**src/rtl/riscv_timer.sv**
```systemverilog
`default_nettype none
// ============================================================================
// Module   : riscv_timer
// Brief    : Memory-mapped machine timer (mtime / mtimecmp / ctrl) on the
//            hart data-memory port. Combinational read word, byte/half/word
//            store lane merge, one-cycle timer_irq pulse on first match.
//            Optional prescaler: define RISCV_TIMER_PRESCALER_EN.
// Revision : 1.0 - initial release
// ============================================================================
module riscv_timer #(
  parameter logic [31:0] BASE_ADDR = 32'h0200_0000
) (
  input  logic        clk,
  input  logic        rst_n,
  input  logic [31:0] addr,
  input  logic [2:0]  mem_op,
  input  logic [31:0] wdata,
  output logic [31:0] rdata,
  output logic        sel,
  output logic        timer_irq
);

  // Word index of each register inside the 32-byte window
  localparam logic [2:0] c_IDX_MTIME_LO = 3'd0;
  localparam logic [2:0] c_IDX_MTIME_HI = 3'd1;
  localparam logic [2:0] c_IDX_CMP_LO   = 3'd2;
  localparam logic [2:0] c_IDX_CMP_HI   = 3'd3;
  localparam logic [2:0] c_IDX_CTRL     = 3'd4;

  localparam logic [1:0] c_SZ_BYTE = 2'd1;
  localparam logic [1:0] c_SZ_HALF = 2'd2;
  localparam logic [1:0] c_SZ_WORD = 2'd3;

  // Registered state
  logic [63:0] r_mtime;
  logic [63:0] r_mtimecmp;
  logic        r_en;
  logic        r_match_q;
  logic        r_timer_irq;

  // Decode and store datapath
  logic [1:0]  w_size;
  logic [2:0]  w_idx;
  logic        w_misaligned;
  logic        w_store;
  logic [3:0]  w_be;
  logic [31:0] w_wlane;
  logic        w_wr_mtime_lo;
  logic        w_wr_mtime_hi;
  logic        w_wr_cmp_lo;
  logic        w_wr_cmp_hi;
  logic        w_wr_ctrl;
  logic        w_tick;
  logic [7:0]  w_prescale_rd;
  logic [63:0] w_mtime_inc;
  logic [63:0] w_mtime_nxt;
  logic [63:0] w_mtimecmp_nxt;
  logic        w_match;

  // Replace the byte lanes selected by be with the new data
  function automatic logic [31:0] merge_lanes(
    input logic [31:0] old_word,
    input logic [31:0] new_word,
    input logic [3:0]  be
  );
    logic [31:0] res;
    res = old_word;
    for (int i = 0; i < 4; i++) begin
      if (be[i]) res[i*8 +: 8] = new_word[i*8 +: 8];
    end
    return res;
  endfunction

  assign w_size = mem_op[1:0];
  assign w_idx  = addr[4:2];
  assign sel    = (addr[31:5] == BASE_ADDR[31:5]) && (w_size != 2'd0);

  // Misaligned stores are dropped here; the hart raises the trap itself
  assign w_misaligned = ((w_size == c_SZ_HALF) && addr[0]) ||
                        ((w_size == c_SZ_WORD) && (addr[1:0] != 2'b00));
  assign w_store      = sel && mem_op[2] && !w_misaligned;

  // Byte enables and lane-replicated store data from the right-aligned bus
  always_comb begin
    w_be    = 4'b0000;
    w_wlane = wdata;
    case (w_size)
      c_SZ_BYTE: begin
        w_be[addr[1:0]] = 1'b1;
        w_wlane         = {4{wdata[7:0]}};
      end
      c_SZ_HALF: begin
        w_be    = addr[1] ? 4'b1100 : 4'b0011;
        w_wlane = {2{wdata[15:0]}};
      end
      c_SZ_WORD: begin
        w_be    = 4'b1111;
        w_wlane = wdata;
      end
      default: begin
        w_be    = 4'b0000;
        w_wlane = wdata;
      end
    endcase
  end

  assign w_wr_mtime_lo = w_store && (w_idx == c_IDX_MTIME_LO);
  assign w_wr_mtime_hi = w_store && (w_idx == c_IDX_MTIME_HI);
  assign w_wr_cmp_lo   = w_store && (w_idx == c_IDX_CMP_LO);
  assign w_wr_cmp_hi   = w_store && (w_idx == c_IDX_CMP_HI);
  assign w_wr_ctrl     = w_store && (w_idx == c_IDX_CTRL);

`ifdef RISCV_TIMER_PRESCALER_EN
  logic [7:0] r_prescale;
  logic [7:0] r_pcnt;

  assign w_tick        = r_en && (r_pcnt == r_prescale);
  assign w_prescale_rd = r_prescale;

  // Prescale field and counter; any ctrl store restarts the period
  always_ff @(posedge clk or negedge rst_n) begin
    if (!rst_n) begin
      r_prescale <= 8'd0;
      r_pcnt     <= 8'd0;
    end else begin
      if (w_wr_ctrl && w_be[1]) r_prescale <= w_wlane[15:8];
      if (w_wr_ctrl)            r_pcnt     <= 8'd0;
      else if (w_tick)          r_pcnt     <= 8'd0;
      else if (r_en)            r_pcnt     <= r_pcnt + 8'd1;
    end
  end
`else
  assign w_tick        = r_en;
  assign w_prescale_rd = 8'd0;
`endif

  assign w_mtime_inc = r_mtime + 64'd1;

  // mtime next value: a store to one half wins over the tick for that half
  always_comb begin
    w_mtime_nxt = r_mtime;
    if (w_wr_mtime_lo) begin
      // Lo store blocks the increment, so no carry reaches hi either
      w_mtime_nxt[31:0] = merge_lanes(r_mtime[31:0], w_wlane, w_be);
    end else if (w_wr_mtime_hi) begin
      // Hi store: lo still counts, its carry out is discarded
      w_mtime_nxt[63:32] = merge_lanes(r_mtime[63:32], w_wlane, w_be);
      if (w_tick) w_mtime_nxt[31:0] = w_mtime_inc[31:0];
    end else if (w_tick) begin
      w_mtime_nxt = w_mtime_inc;
    end
  end

  // mtimecmp next value from lane-merged stores
  always_comb begin
    w_mtimecmp_nxt = r_mtimecmp;
    if (w_wr_cmp_lo)
      w_mtimecmp_nxt[31:0]  = merge_lanes(r_mtimecmp[31:0], w_wlane, w_be);
    if (w_wr_cmp_hi)
      w_mtimecmp_nxt[63:32] = merge_lanes(r_mtimecmp[63:32], w_wlane, w_be);
  end

  // Counter, compare and enable registers
  always_ff @(posedge clk or negedge rst_n) begin
    if (!rst_n) begin
      r_mtime    <= 64'd0;
      r_mtimecmp <= {64{1'b1}};
      r_en       <= 1'b1;
    end else begin
      r_mtime    <= w_mtime_nxt;
      r_mtimecmp <= w_mtimecmp_nxt;
      if (w_wr_ctrl && w_be[0]) r_en <= w_wlane[0];
    end
  end

  assign w_match = (r_mtime >= r_mtimecmp);

  // Rising-edge detector on match gives a single-cycle interrupt pulse
  always_ff @(posedge clk or negedge rst_n) begin
    if (!rst_n) begin
      r_match_q   <= 1'b0;
      r_timer_irq <= 1'b0;
    end else begin
      r_match_q   <= w_match;
      r_timer_irq <= w_match && !r_match_q;
    end
  end

  assign timer_irq = r_timer_irq;

  // Combinational read word, zero when the access is not for this block
  always_comb begin
    rdata = 32'd0;
    if (sel) begin
      case (w_idx)
        c_IDX_MTIME_LO: rdata = r_mtime[31:0];
        c_IDX_MTIME_HI: rdata = r_mtime[63:32];
        c_IDX_CMP_LO:   rdata = r_mtimecmp[31:0];
        c_IDX_CMP_HI:   rdata = r_mtimecmp[63:32];
        c_IDX_CTRL:     rdata = {w_match, 15'd0, w_prescale_rd, 7'd0, r_en};
        default:        rdata = 32'd0;
      endcase
    end
  end

endmodule
`default_nettype wire

```
**config.mk**
```make
export PLATFORM = sky130hd
export DESIGN_NAME = riscv_timer
export DESIGN_NICKNAME = d
export VERILOG_FILES = /design/src/rtl/riscv_timer.sv
export SDC_FILE = /design/constraint.sdc
export NUM_CORES = 1
export LEC_CHECK = 0
export BUFFER_PORTS_ARGS = -buffer_cell sky130_fd_sc_hd__buf_4
export CORE_ASPECT_RATIO = 0.8
export CORE_MARGIN = 2
export CORE_UTILIZATION = 55
export DETAILED_ROUTE_END_ITERATION = 8
export GPL_ROUTABILITY_DRIVEN = 0
export HOLD_SLACK_MARGIN = 0.12
export PLACE_DENSITY_LB_ADDON = 0.12
export SLEW_MARGIN = 20
export SYNTH_ARGS = -nofsm -noshare
export SYNTH_HDL_FRONTEND = slang
export SYNTH_SLANG_ARGS = --single-unit
```
**constraint.sdc**
```tcl
create_clock -name clk -period 2.5 [get_ports clk]
set_input_delay 0.375 -clock clk [delete_from_list [all_inputs] [get_ports clk]]
set_output_delay 0.375 -clock clk [all_outputs]
set_load 0.02 [all_outputs]
```
==> impl_metrics.json, run 1 <==
{
  "ys_warn_count": 0,
  "drv_slew": 0,
  "busiest_layer": "met2",
  "synth_mux_area_frac": 0.0237,
  "cts_max_level": 4,
  "grt-ovfl-total": 0,
  "dieArea_mm2": 0.0183,
  "die_h_um": 121,
  "max_freq_mhz": 305,
  "syn_inst": 1186,
  "final_area_mm2": 0.0133,
  "worst_slew_pin_slew_ns": 0.619,
  "first_pass_iters": 7,
  "hold_class": "input pin to flip-flop",
  "ys_seq_elements": 131,
  "ys_seq_area_frac": 0.354,
  "ys.flop_type": "dfrtp_1",
  "wire_per_inst_um": 21.6,
  "finalHoldViolCount": 0,
  "grt_antenna_before_repair": 0,
  "syn_to_final_growth_pct": 40.1,
  "place_inst": 1707,
  "ios": 103,
  "start_kind": "flip-flop",
  "ant_nets": 0,
  "rsz0062_at_grt": "true",
  "dpl_cell_area_mm2": 0.0123,
  "rows": 42,
  "finalWorstSetupSlack_ns": -0.783,
  "synth_cell_types": 63,
  "vias": 11300,
  "cts_tree": "built",
  "violations": "setup timing",
  "place_hpwl_um": 27500,
  "power_density_mw_per_mm2": 397,
  "pre_cts_slack_ns": -0.597,
  "final_core_util": 0.795,
  "path_class": "flip-flop to output pin",
  "synth.largest_area_cell": "dfstp_2",
  "worstPathRequired_ns": 2.12,
  "synth_area_mm2": 0.00948,
  "fin_cells": 1746,
  "fillCellCount": 1159,
  "die-width_um": 151,
  "synth_fa_ha_area_frac": 0.0924,
  "fin_nets": 1652,
  "cap_violations": 0,
  "grt_max_degree": 56,
  "grt_use_met2": 0.622,
  "min_period_ns": 3.28,
  "end_kind": "output pin",
  "dr.first_iter.drc_count": 1560,
  "synth_top_family_by_area": "compound AO/OA/AOI/OAI gates",
  "status": "complete, but fails checks",
  "slew_headroom": 0.583,
  "worstPathMaxFanout": 3,
  "synthArstFlopShare": 1.00,
  "finalWirelength_um": 37800,
  "synth.top_cell.area_share": 0.180,
  "synth_compound_area_frac": 0.270,
  "arrival_ns": 2.91,
  "synth-simple-area-share": 0.200,
  "drive_gt1_frac": 0.362,
  "cts-root-buf": "clkbuf_16",
  "drcViolationCount": 0,
  "synth_area_leaders": "dfstp_2, dfrtp_1, ha_1, a21oi_1, nand2_1",
  "grt_pass1_vias": 11000,
  "synth_xor_xnor_area_share": 0,
  "p_leak_nw": 5.78,
  "met1_usage": 0.563,
  "cts.sinks": 131,
  "grt_util_all_layers": 0.417,
  "path_clk_slew_ns": 0.06,
  "start_util": 0.567,
  "io_buffers": 102,
  "synthesis.nets": 1325,
  "period_share": 1.31,
  "vdd_drop_max_uv": 480,
  "clockBufferDepth": 2,
  "clkLatencyLatePin_ns": 0.44,
  "grtUsageMet3": 0.111,
  "syn_avg_cell_area_um2": 8.00,
  "setup_viol": 4,
  "synth-edff-count": 0,
  "design.core.area_mm2": 0.0167,
  "grt_pass1_wl_um": 57900,
  "skew_ns": 0.00980,
  "viasPerCell": 6.45,
  "antenna_cells": 0,
  "cts_buffers": 17
}
[final cells by class]
cell class	instances	area (um^2)	area share
clock inverters	8	125	0.00942
repair buffers	370	2890	0.217
clock buffers	24	482	0.0363
multi-input cells	910	5850	0.440
well taps	220	275	0.0207
flip-flops and latches	131	3360	0.253
inverters	83	312	0.0234
[worst max-delay path, stage by stage (launching register included)]
cell and delay [ns]:
dfstp_2 0.55, inv_2 0.05, ha_4 0.27, nand4_1 0.20, nor4_2 0.33, a32oi_1 0.16
a21oi_2 0.23, o21ai_2 0.12, a21boi_2 0.18, o21ai_2 0.07, a31oi_2 0.14, buf_4 0.17
[cells in the mapped netlist (4+ instances only)]
cell,n
nand2_1,171
a21oi_1,154
o21ai_0,111
a22oi_1,83
inv_1,83
ha_1,70
dfrtp_1,66
dfstp_2,65
nor2_1,48
clkbuf_1,43
nand3_1,43
nand4_1,33
mux2_2,19
nor3_1,18
a31oi_1,15
and3_1,13
nor4_1,13
a221oi_1,12
buf_2,12
nor2b_1,11
a21o_1,9
and2_1,7
o22ai_1,6
o31ai_1,6
or2_2,6
a211oi_1,5
nand2b_1,5
o21ai_1,5
a22o_1,4
buf_1,4
[registers in the layout, summed over array words and instances, names as in the netlist]
name / count
r_en: 1
r_match_q: 1
r_mtime: 64
r_mtimecmp: 64
timer_irq: 1
[timing repair]
| item | in CTS | in global routing |
|---|---|---|
| resized for setup | 18 | 46 |
| hold buffers | 1 | 0 |
| endpoints found under the setup margin | 34 | 56 |
| pin swaps | 10 | 16 |
| hold endpoints to repair | 18 | 0 |
| setup buffers | 3 | 4 |
[worst paths after layout]
check	slack (ns)	startpoint	to	cells past startpoint
max	-0.78	r_mtimecmp[11]$_DFFE_PN1P_	rdata[31]	11
min	0.28	wdata[1]	r_mtime[1]$_DFFE_PN0P_	3
max reg2reg	-0.03	r_mtimecmp[0]$_DFFE_PN1P_	timer_irq$_DFF_PN0_	9
min reg2reg	0.40	r_match_q$_DFF_PN0_	timer_irq$_DFF_PN0_	1
max in group asynchronous	1.37	rst_n	r_mtimecmp[19]$_DFFE_PN1P_	3
min in group asynchronous	0.44	rst_n	r_mtime[36]$_DFFE_PN0P_	2
[report_power, final]
| group | switching (mW) | internal, mW |
|---|---|---|
| sequential | 0.0000000129 | 2.13 |
| clock | 0.988 | 1.65 |
| combinational | 0.328 | 0.193 |
[cells by family after synthesis]
kind of cell / count (synthesis)
multiplexers: 20
adder cells (fa/ha/maj): 70
buffers and inverters: 145
AO/OA/AOI/OAI: 429
AND/OR/NAND/NOR: 391
flip-flops: 131
[placed cells by master (no fill, tap or decap), drive strengths merged, types with 9 or more instances in the layout]
cell / count
a221oi: 12
mux2: 20
nor2: 50
o21ai: 116
ha: 70
nand4: 33
clkbuf: 24
nand3: 44
nor4: 15
a22oi: 83
and2: 10
a21oi: 154
a21o: 9
nand2: 171
dfstp: 65
buf: 369
nor3: 19
a31oi: 15
inv: 83
nor2b: 11
dfrtp: 66
and3: 13
[routing by layer]
layer / routed length, um / share of wire / vias to the layer above
li1: - / - / 4998
met1: 14700 / 0.39 / 5206
met2: 16400 / 0.43 / 879
met3: 5090 / 0.13 / 171
met4: 1630 / 0.043 / 0
met5: 0 / 0 / -
[metrics by stage]
stage	setup TNS (ns)	hold slack [ns]	total power, mW
after global placement	-3.71	0.321	2.65
after global routing	-1.01	0.278	5.39
final	-0.825	0.281	5.28
after detailed placement	-5.13	0.324	2.65
after floorplan	-0.0392	0.0794	2.32
after CTS	-0.694	0.260	5.25
Power figures use the tool's default switching activity.
==> run 2, diff against run 1 <==
--- a/config.mk
+++ b/config.mk
@@ -17,3 +17,4 @@
 export SYNTH_ARGS = -nofsm -noshare
 export SYNTH_HDL_FRONTEND = slang
 export SYNTH_SLANG_ARGS = --single-unit
+export TNS_END_PERCENT = 1
==> constraint.sdc (replaced) <==
create_clock -name clk -period 3.2 [get_ports clk]
set_input_delay 0.48 -clock clk [delete_from_list [all_inputs] [get_ports clk]]
set_output_delay 0.48 -clock clk [all_outputs]
set_load 0.02 [all_outputs]
==> impl_metrics.json, run 2 (synthesized netlist as in run 1, its figures left out) <==
{
  "status": "complete, but fails checks",
  "violations": "setup timing",
  "grt_max_degree": 80,
  "vias": 10300,
  "rsz0062_at_grt": "true",
  "finalPower_mw": 4.13,
  "ant_nets": 0,
  "slew_headroom": 0.267,
  "die_h_um": 121,
  "min_period_ns": 3.36,
  "layout_common_cells": "buf_4, nand2_1, a21oi_1",
  "cts-root-buf": "clkbuf_16",
  "finalHoldViolCount": 0,
  "switchingPower_mw": 1.07,
  "dr.first_iter.drc_count": 1512,
  "drcViolationCount": 0,
  "p_sw_frac": 0.260,
  "hold_class": "input pin to asynchronous set/reset pin",
  "pwr-share-seq": 0.403,
  "top_regs": "r_mtime (64), r_mtimecmp (64)",
  "cap_violations": 0,
  "place_hpwl_um": 25500,
  "clkLatencyLatePin_ns": 0.43,
  "p_comb_frac": 0.087,
  "viasPerCell": 6.60,
  "arrival_ns": 2.88,
  "rows": 42,
  "grt_pass1_vias": 9614,
  "ios": 103,
  "final_common_cell": "buf_4",
  "die-width_um": 151,
  "worst_slew_pin_slew_ns": 1.09,
  "p_int_mw": 3.05,
  "fillCellCount": 1345,
  "regArea_mm2": 0.00336,
  "setup_viol": 1,
  "path_clk_slew_ns": 0.06,
  "worstSetupStartpoint": "r_mtimecmp[45]$_DFFE_PN1P_",
  "pre_cts_slack_ns": 0.00923,
  "cts_max_level": 4,
  "antenna_cells": 0,
  "max_freq_mhz": 297,
  "finalWirelength_um": 34900,
  "power_density_mw_per_mm2": 346,
  "r2r-start": "r_mtime[35]$_DFFE_PN0P_",
  "grt-ovfl-total": 0,
  "grt_pass1_wl_um": 53500,
  "cts.sinks": 131,
  "first_pass_iters": 7,
  "clock_power_share": 0.510,
  "worstPathMaxFanout": 3,
  "hold_buffers": 0,
  "design.core.area_mm2": 0.0167,
  "dieArea_mm2": 0.0183,
  "p_leak_nw": 4.86,
  "skew_ns": 0.0111,
  "cts_tree": "built",
  "path_class": "flip-flop to output pin",
  "start_kind": "flip-flop",
  "start_util": 0.567,
  "vdd_drop_max_uv": 288,
  "clockBufferDepth": 2,
  "worstPathRequired_ns": 2.72,
  "io_buffers": 102,
  "wire_per_inst_um": 22.3,
  "drive_gt1_frac": 0.272,
  "grt_util_all_layers": 0.388,
  "drv_slew": 0,
  "cts_buffers": 17,
  "fin_nets": 1473,
  "finalWorstSetupSlack_ns": -0.165,
  "period_share": 1.05,
  "grt_antenna_before_repair": 0,
  "end_kind": "output pin",
  "syn_to_final_growth_pct": 25.7,
  "multi_input_area_mm2": 0.00587
}
[run 2: changes by cell type in the layout (fill, tap and decap cells not counted), sizes merged]
cell / delta
clkinv: +5
clkbuf: -6
dlygate4sd3: -1
clkinvlp: -1
buf: -178
inv: +2
[run 2: timing repair]
action,CTS,global route
pin swaps,25,1
gates resized for setup,42,2
cloned,0,0
setup buffers,12,0
endpoints found under the setup margin,1,1
[run 2: layer usage]
metal / GRT usage / routed length (um) / vias to the layer above
li1: - / - / 4629
met2: 0.570 / 14800 / 699
met5: 0 / 0 / -
met1: 0.548 / 14300 / 4889
met4: 0.134 / 1270 / 0
met3: 0.110 / 4580 / 124
[run 2: area by class of cell]
cell class              count  share of cell area
multi-input cells         910               0.492
flip-flops and latches    131               0.282
repair buffers            191               0.124
clock buffers              18              0.0378
inverters                  83              0.0261
well taps                 220              0.0231
clock inverters            14              0.0149
[run 2: per-stage QoR]
stage | area [um^2] | utilization | hold slack [ns] | instances | setup TNS [ns]
2_1_floorplan | 9480 | - | 0.184 | 1186 | 0
3_3_place_gp | 10900 | 0.653 | 0.380 | 1523 | 0
3_5_place_dp | 10900 | 0.653 | 0.388 | 1523 | 0
4_1_cts | 11900 | 0.713 | 0.121 | 1567 | -0.0909
5_1_grt | 11900 | 0.713 | 0.149 | 1567 | -0.240
6_report | 11900 | 0.713 | 0.0884 | 1567 | -0.165
[run 2: power groups by stage]
| stage | registers, mW | logic (mW) | clock network, mW |
|---|---|---|---|
| floorplan | 1.69 | 0.124 | 0 |
| global placement | 1.69 | 0.342 | 0 |
| detailed placement | 1.69 | 0.343 | 0 |
| CTS | 1.66 | 0.345 | 2.11 |
| global route | 1.66 | 0.375 | 2.18 |
| finish | 1.66 | 0.360 | 2.10 |
[run 2: worst max-delay path, cell delays in order (launching register included)]
cell and delay [ns]:
dfstp_2 0.56, inv_1 0.06, ha_1 0.29, nand4_1 0.22
nor3_4 0.27, buf_4 0.16, nand2_2 0.08, nor2_4 0.13
nand3b_1 0.08, nand4b_1 0.12, o21ai_1 0.08, a31oi_1 0.20
buf_4 0.18
[run 2: worst paths after layout]
check,end,slack [ns],depth (start not counted)
max,rdata[31],-0.16,12
min,r_mtime[4]$_DFFE_PN0P_,0.09,1
max reg2reg,r_mtime[58]$_DFFE_PN0P_,0.34,9
min reg2reg,timer_irq$_DFF_PN0_,0.40,1
max in group asynchronous,r_mtimecmp[63]$_DFFE_PN1P_,2.31,2
min in group clk,r_mtimecmp[4]$_DFFE_PN1P_,0.38,2
